File: src/rtl/pipelined_csel_adder.sv
// pipelined_csel_adder: pipelined carry-select adder, one BLK-bit block resolved per stage.
// Define PIPELINED_CSEL_OVF_EN to add the registered signed-overflow output ovf.
module pipelined_csel_adder #(
  parameter int WIDTH = 16,
  parameter int BLK = 4
) (
  input  logic             clk,
  input  logic             rst_n,
  input  logic             in_valid,
  output logic             in_ready,
  input  logic [WIDTH-1:0] a,
  input  logic [WIDTH-1:0] b,
  input  logic             c_in,
  output logic             out_valid,
  input  logic             out_ready,
  output logic [WIDTH-1:0] sum,
  output logic             c_out
`ifdef PIPELINED_CSEL_OVF_EN
  ,
  output logic             ovf
`endif
);
  localparam int NBLK = WIDTH / BLK;
  logic [NBLK-1:0] v_q, c_q, ci;
  logic [WIDTH-1:0] a_q [NBLK];
  logic [WIDTH-1:0] b_q [NBLK];
  logic [WIDTH-1:0] s_q [NBLK];
  logic [BLK-1:0] xa [NBLK];
  logic [BLK-1:0] xb [NBLK];
  logic [BLK:0] res [NBLK];
  // Returns {carry_out, block_sum}; the sum picks the candidate matching the real carry-in.
  function automatic logic [BLK:0] csel(input logic [BLK-1:0] x, input logic [BLK-1:0] y, input logic cin);
    logic [BLK:0] r0, r1;
    logic sel;
    r0 = {1'b0, x} + {1'b0, y};
    r1 = {1'b0, x} + {1'b0, y} + (BLK+1)'(1);
    sel = r0[BLK] | (cin & r1[BLK]);
    return {sel, cin ? r1[BLK-1:0] : r0[BLK-1:0]};
  endfunction
  always_comb begin
    xa[0] = a[BLK-1:0];
    xb[0] = b[BLK-1:0];
    ci[0] = c_in;
    for (int k = 1; k < NBLK; k++) begin
      xa[k] = a_q[k-1][k*BLK +: BLK];
      xb[k] = b_q[k-1][k*BLK +: BLK];
      ci[k] = c_q[k-1];
    end
    for (int k = 0; k < NBLK; k++) res[k] = csel(xa[k], xb[k], ci[k]);
  end
  always_ff @(posedge clk or negedge rst_n) begin
    if (!rst_n) begin
      v_q <= '0;
      c_q <= '0;
      for (int k = 0; k < NBLK; k++) begin
        a_q[k] <= '0;
        b_q[k] <= '0;
        s_q[k] <= '0;
      end
    end else if (in_ready) begin
      v_q[0] <= in_valid;
      a_q[0] <= a;
      b_q[0] <= b;
      s_q[0] <= WIDTH'(res[0][BLK-1:0]);
      for (int k = 1; k < NBLK; k++) begin
        v_q[k] <= v_q[k-1];
        a_q[k] <= a_q[k-1];
        b_q[k] <= b_q[k-1];
        s_q[k] <= s_q[k-1] | (WIDTH'(res[k][BLK-1:0]) << (k*BLK));
      end
      for (int k = 0; k < NBLK; k++) c_q[k] <= res[k][BLK];
    end
  end
`ifdef PIPELINED_CSEL_OVF_EN
  // Carry into the MSB is recovered as x ^ y ^ s at the top bit of the last block.
  always_ff @(posedge clk or negedge rst_n) begin
    if (!rst_n) ovf <= 1'b0;
    else if (in_ready) ovf <= xa[NBLK-1][BLK-1] ^ xb[NBLK-1][BLK-1] ^ res[NBLK-1][BLK-1] ^ res[NBLK-1][BLK];
  end
`endif
  assign out_valid = v_q[NBLK-1];
  assign in_ready = !out_valid | out_ready;
  assign sum = s_q[NBLK-1];
  assign c_out = c_q[NBLK-1];
endmodule

File: config.mk
export PLATFORM = sky130hd
export DESIGN_NAME = pipelined_csel_adder
export DESIGN_NICKNAME = d
export VERILOG_FILES = /design/src/rtl/pipelined_csel_adder.sv
export SDC_FILE = /design/constraint.sdc
export NUM_CORES = 1
export LEC_CHECK = 0
export ABC_AREA = 1
export BUFFER_PORTS_ARGS = -buffer_cell sky130_fd_sc_hd__buf_2
export CAP_MARGIN = 20
export CORE_MARGIN = 2
export CORE_UTILIZATION = 45
export CTS_CLUSTER_SIZE = 12
export DETAILED_ROUTE_END_ITERATION = 6
export PLACE_DENSITY = 0.67
export RECOVER_POWER = 50
export SLEW_MARGIN = 30
export SYNTH_ARGS = -nofsm -noshare
export SYNTH_HDL_FRONTEND = slang
export SYNTH_SLANG_ARGS = --single-unit
File: constraint.sdc
create_clock -name clk -period 2 [get_ports clk]
set_clock_uncertainty 0.2 [all_clocks]
set_input_delay 0.2 -clock clk [delete_from_list [all_inputs] [get_ports clk]]
set_output_delay 0.2 -clock clk [all_outputs]
set_load 0.01 [all_outputs]
* Yosys cells after proc, flatten, opt, wreduce, memory -nomap -nowiden
Index checks and enable logic that the tools add are counted.
Widths: inputs -> output; s select.
** Operators by class
- Add/subtract/negate cells :: 8
- Multiply operators :: 0
- Divide/modulo/power cells :: 0
- Order comparisons :: 0
- Equal/unequal tests :: 0
- Shift-type cells :: 0
- Muxes and demuxes :: 4
- Bitwise logic cells :: 12
- Reduce and logical (&&, ||, !) cells :: 1
** Operators with widths (count)
- $add 4x4->5 :: 4
- $add 5x1->5 const B :: 4
- $mux 4 :: 4
- $or 16x12->16 :: 1
- $or 16x16->16 :: 1
- $or 4x8->8 :: 1
- $or 1x1->1 :: 5
- $and 1x1->1 :: 4
- $logic_not 1->1 :: 1
** Storage, ports and cells
- Register bits :: 156
- Latch bits :: 0
- Bits in writable memories :: 0
- Memory bits (read-only) :: 0
- Bits of input ports :: 37
- Output and inout port bits :: 19
- Memories kept :: 0

* Depth between registers and ports, before layout
- Word-level depth :: 4
- Mapped depth :: 9
- Depth with buffers taken out :: 9

* Worst setup path after synthesis
OpenSTA, ideal clock, no wires.
- Path kind :: reg-to-reg
- Start point :: reg a_q[52] (netlist name)
- End point :: reg c_q[1]
- Arrival :: 1.587 ns
- Required time :: 1.723 ns
- Slack :: 0.136 ns
- Stages on the path, launching flop included :: 8
- Clock period less this slack :: 1.864 ns
- Path through :: dfrtp_1 > ha_1 > fa_1 > ha_1 > nand2_1 > nor2_1 > nand3_1 > a21oi_1
** Between the ends
- Longest elaborated chain between the ends :: 4
** Ends and longest elaborated chain
- from (decl) :: line 25 : logic [WIDTH-1:0] a_q [NBLK];
- from (signal, indexed assignment) :: line 67 : a_q[k] <= a_q[k-1];
- $add 4x4->5 (*) :: line 35, 36
- $add 5x1->5 :: line 36 : r1 = {1'b0, x} + {1'b0, y} + (BLK+1)'(1);
- $and 1x1->1 :: line 37 : sel = r0[BLK] | (cin & r1[BLK]);
- $or 1x1->1 (*) :: line 37
- to (signal assigned) :: line 54 : c_q <= '0;
- to (decl) :: line 24 : logic [NBLK-1:0] v_q, c_q, ci;
Every way passes the cells marked *; elsewhere a longest branch is shown, timed or not.
A chain may end at the register's enable or synchronous reset.

* Worst setup path in the final report
- Start point :: reg b_q[28] (netlist name)
- End point :: reg s_q, in the netlist sum[13]
** Between the ends
- Longest elaborated chain between the ends :: 4
** Ends and longest elaborated chain
- from (decl) :: line 26 : logic [WIDTH-1:0] b_q [NBLK];
- from (signal, indexed assignment) :: line 68 : b_q[k] <= b_q[k-1];
- $add 4x4->5 (*) :: line 35, 36
- $add 5x1->5 :: line 36
- $mux 4 (*) :: line 38 : return {sel, cin ? r1[BLK-1:0] : r0[BLK-1:0]};
- $or 16x16->16 (*) :: line 69 : s_q[k] <= s_q[k-1] | (WIDTH'(res[k][BLK-1:0]) << (k*BLK));
- to (signal, indexed assignment) :: line 69
- to (decl) :: line 27 : logic [WIDTH-1:0] s_q [NBLK];
Marked as above.

==> results.md <==
* Worst Hold Class: input port to flop
* Grt total ovfl at 0
* Peak supply drop at around 720 µV
* Iter 0 DRT Violations at 252
* DP Worst Slack at 0.0282 ns
* Count of warnings emitted by yosys at 0
* Seq/Total Area, Yosys at 0.519
* Clock transition at the registers of the reported paths at around 0.090 ns
* CP required at 2.06 ns
* Run status: completed
* Minimum clock period after layout at 1.95 ns
* GRT Total Usage at 0.172
* Final-report max-slew violation count at 0
* # rows at 37
* # diodes at 0
* Die W at 105 µm
* Synth Instances at 562
* CP endpoint kind: flop
* Setup Viol. Count Final at 0
* Initial Util at 0.456
* CP cell instances: ha_2 -> fa_1 -> ha_1 -> a21oi_1 -> a21oi_1
* Worst path max stage delay at 0.49 ns
* Placed cells at 722
* Die height at 105 µm
* Ports at 56
* Post-route design area at 5480 µm²
* DRC viols at 0
* Gp weighted congestion at around 0.85
* Layout area overhead at 18.4%
* RSZ-0062 raised after global routing: true
* Largest net degree at the start of global routing at 107
* Seq pwr share at 0.406
* CORE AREA at 10100 µm²
* Via density at 4.73
* Clk pwr share at 0.176
* WHS at 0.0597 ns
* Worst Path Max Fanout at 2
* Layout cell share with drive strength beyond 1 at 0.156
* TritonCTS clock tree: yes
* Met3 Resource Use GR at 0.0390
* # nets final at 689
* Antenna Nets Post-Route at 0
* Die ar. at between 10000 and 15000 µm²
* Unique cell type count in the Yosys netlist at 19
* Final Non-Filler Cells at 769
* Worst-Skew Late Latency at 0.37 ns
* Pwr Density at 1480 nW/µm²
* Largest delay share family, worst path: adder cells
* CTS sink cnt at 96
* Internal at 4890 µW
* Util after Layout at 0.540
* Met2 Use GR at 0.291
* WL/cell at 11.2 µm
* Met1 Usage GRT at 0.218
* Routed WL at 8590 µm
* Endpoints failing hold at 0
* Syn_nets at 623
* Worst slew pin tran at 1.21 ns
* Antenna violations before repair at 0
* Most frequent CP cell: a21oi_1
* Static Leak at 0.00287 µW
* Filler instances at 915
* Num CTS Buffers at 9
* DP Area at 4920 µm²
* Busiest grt layer: met2
* Post-Syn Area at roughly 4600 µm²
* Max_cap viols at 0
* CP Launch Type: flop
* Relative slew slack at 0.196
* Vias at 3640
* WS Path Type: flop to flop
* H-tree depth at 3
* Clk buf depth at 2
* Switch share at 0.395
* Achievable Freq at 514 MHz
* Mean area per synthesized cell at 8.23 µm²
* WP data arrival at roughly 2.0 ns
* Worst setup margin at 0.0549 ns
* Gate power share at 0.418
* Synthesis-stage register bit count at 96
* Crit-path slowest cell: fa_1
* Vias in the first global route at 3643
* Drt first pass iters at 4
* Sw Pwr at 3190 µW
* Root Driver: clkbuf_8
* Final worst-path cycle share at 0.973
* Port buffer count at 55
* Hpwl dp at 5580 µm
* First-pass GRT wire length at between 15000 and 20000 µm
* CP Buf/Inv Count at 0
-- per-stage QoR --
stage	TNS, ns	total power, µW
floorplan	0	5850
global placement	0	6370
detailed placement	0	6510
CTS	0	8000
global route	-0.423	8890
finish	0	8080
-- power groups by stage --
stage               Clock, µW  Sequential [µW]  Combinational [µW]
finish                   1420             3280                3370
global route             1550             3390                3950
CTS                      1460             3290                3250
detailed placement          0             3330                3190
global placement            0             3290                3090
floorplan                   0             3190                2660
-- repair_timing --
item	CTS	global route
endpoints found under the setup margin	0	11
hold buffers	27	0
endpoints found under the hold margin	123	0
buffers inserted	0	4
gates resized for setup	0	19
-- worst min-delay path, cell delays in order --
cell and delay, ns:
buf_2 0.08, ha_1 0.14, nor3_1 0.05, a21oi_1 0.12
-- kinds of logic after synthesis --
| group | Yosys count | synth area share |
|---|---|---|
| flip-flops | 96 | 0.519 |
| AO/OA/AOI/OAI | 42 | 0.0476 |
| adder cells (fa/ha/maj) | 24 | 0.0714 |
| XOR/XNOR | 3 | 0.00568 |
| buffers and inverters | 71 | 0.0744 |
| AND/OR/NAND/NOR | 326 | 0.282 |
-- cell usage in the layout, fill, tap and decap left out, drive strengths merged --
cell / count
a211oi: 1
a21oi: 19
buf: 58
bufinv: 2
clkbuf: 15
clkinv: 1
clkinvlp: 2
dfrtp: 96
dlygate4sd3: 27
fa: 4
ha: 20
inv: 37
nand2: 244
nand3: 39
nor2: 32
nor3: 4
o21ai: 19
o31ai: 3
or2: 7
xnor2: 3
-- routing by layer --
layer / wire [µm] / vias up / share of wire
met2: 3980 / 57 / 0.46
met5: 0 / - / 0
li1: - / 1873 / -
met1: 4190 / 1700 / 0.49
met3: 288 / 10 / 0.034
met4: 129 / 0 / 0.015
-- final cells by class --
| type | instances | area [µm²] | share of cell area |
|---|---|---|---|
| flip-flops and latches | 96 | 2400 | 0.439 |
| multi-input cells | 395 | 1920 | 0.351 |
| repair buffers | 91 | 622 | 0.114 |
| well taps | 136 | 170 | 0.0311 |
| inverters | 35 | 134 | 0.0245 |
| clock buffers | 9 | 124 | 0.0226 |
| clock inverters | 7 | 104 | 0.0190 |
-- Yosys cell counts, drive strengths merged --
library cell | n | share of area
a211oi | 1 | 0.0016
a21oi | 19 | 0.021
buf | 28 | 0.039
clkbuf | 8 | 0.0065
dfrtp | 96 | 0.52
fa | 4 | 0.017
ha | 20 | 0.054
inv | 35 | 0.028
nand2 | 244 | 0.20
nand3 | 39 | 0.042
nor2 | 32 | 0.028
nor3 | 4 | 0.0043
o21ai | 19 | 0.021
o31ai | 3 | 0.0049
or2 | 7 | 0.0095
xnor2 | 3 | 0.0057
-- final timing paths --
kind	slack, ns	endpoint	startpoint	cells past startpoint
max reg2reg	0.05	sum[13]$_DFFE_PN0P_	b_q[28]$_DFFE_PN0P_	5
min reg2reg	0.27	a_q[42]$_DFFE_PN0P_	a_q[58]$_DFFE_PN0P_	2
min in group asynchronous	0.47	sum[10]$_DFFE_PN0P_	rst_n	3
min	0.06	c_q[0]$_DFFE_PN0P_	b[3]	4
max in group asynchronous	0.31	s_q[32]$_DFFE_PN0P_	rst_n	3
max	0.05	sum[13]$_DFFE_PN0P_	b_q[28]$_DFFE_PN0P_	5
-- state kept, by name, summed over array words and instances (netlist names) --
register	count
a_q	24
b_q	24
s_q	24
sum	16
c_q	4
v_q	4
Note: power is estimated with default switching activity, not from simulation.
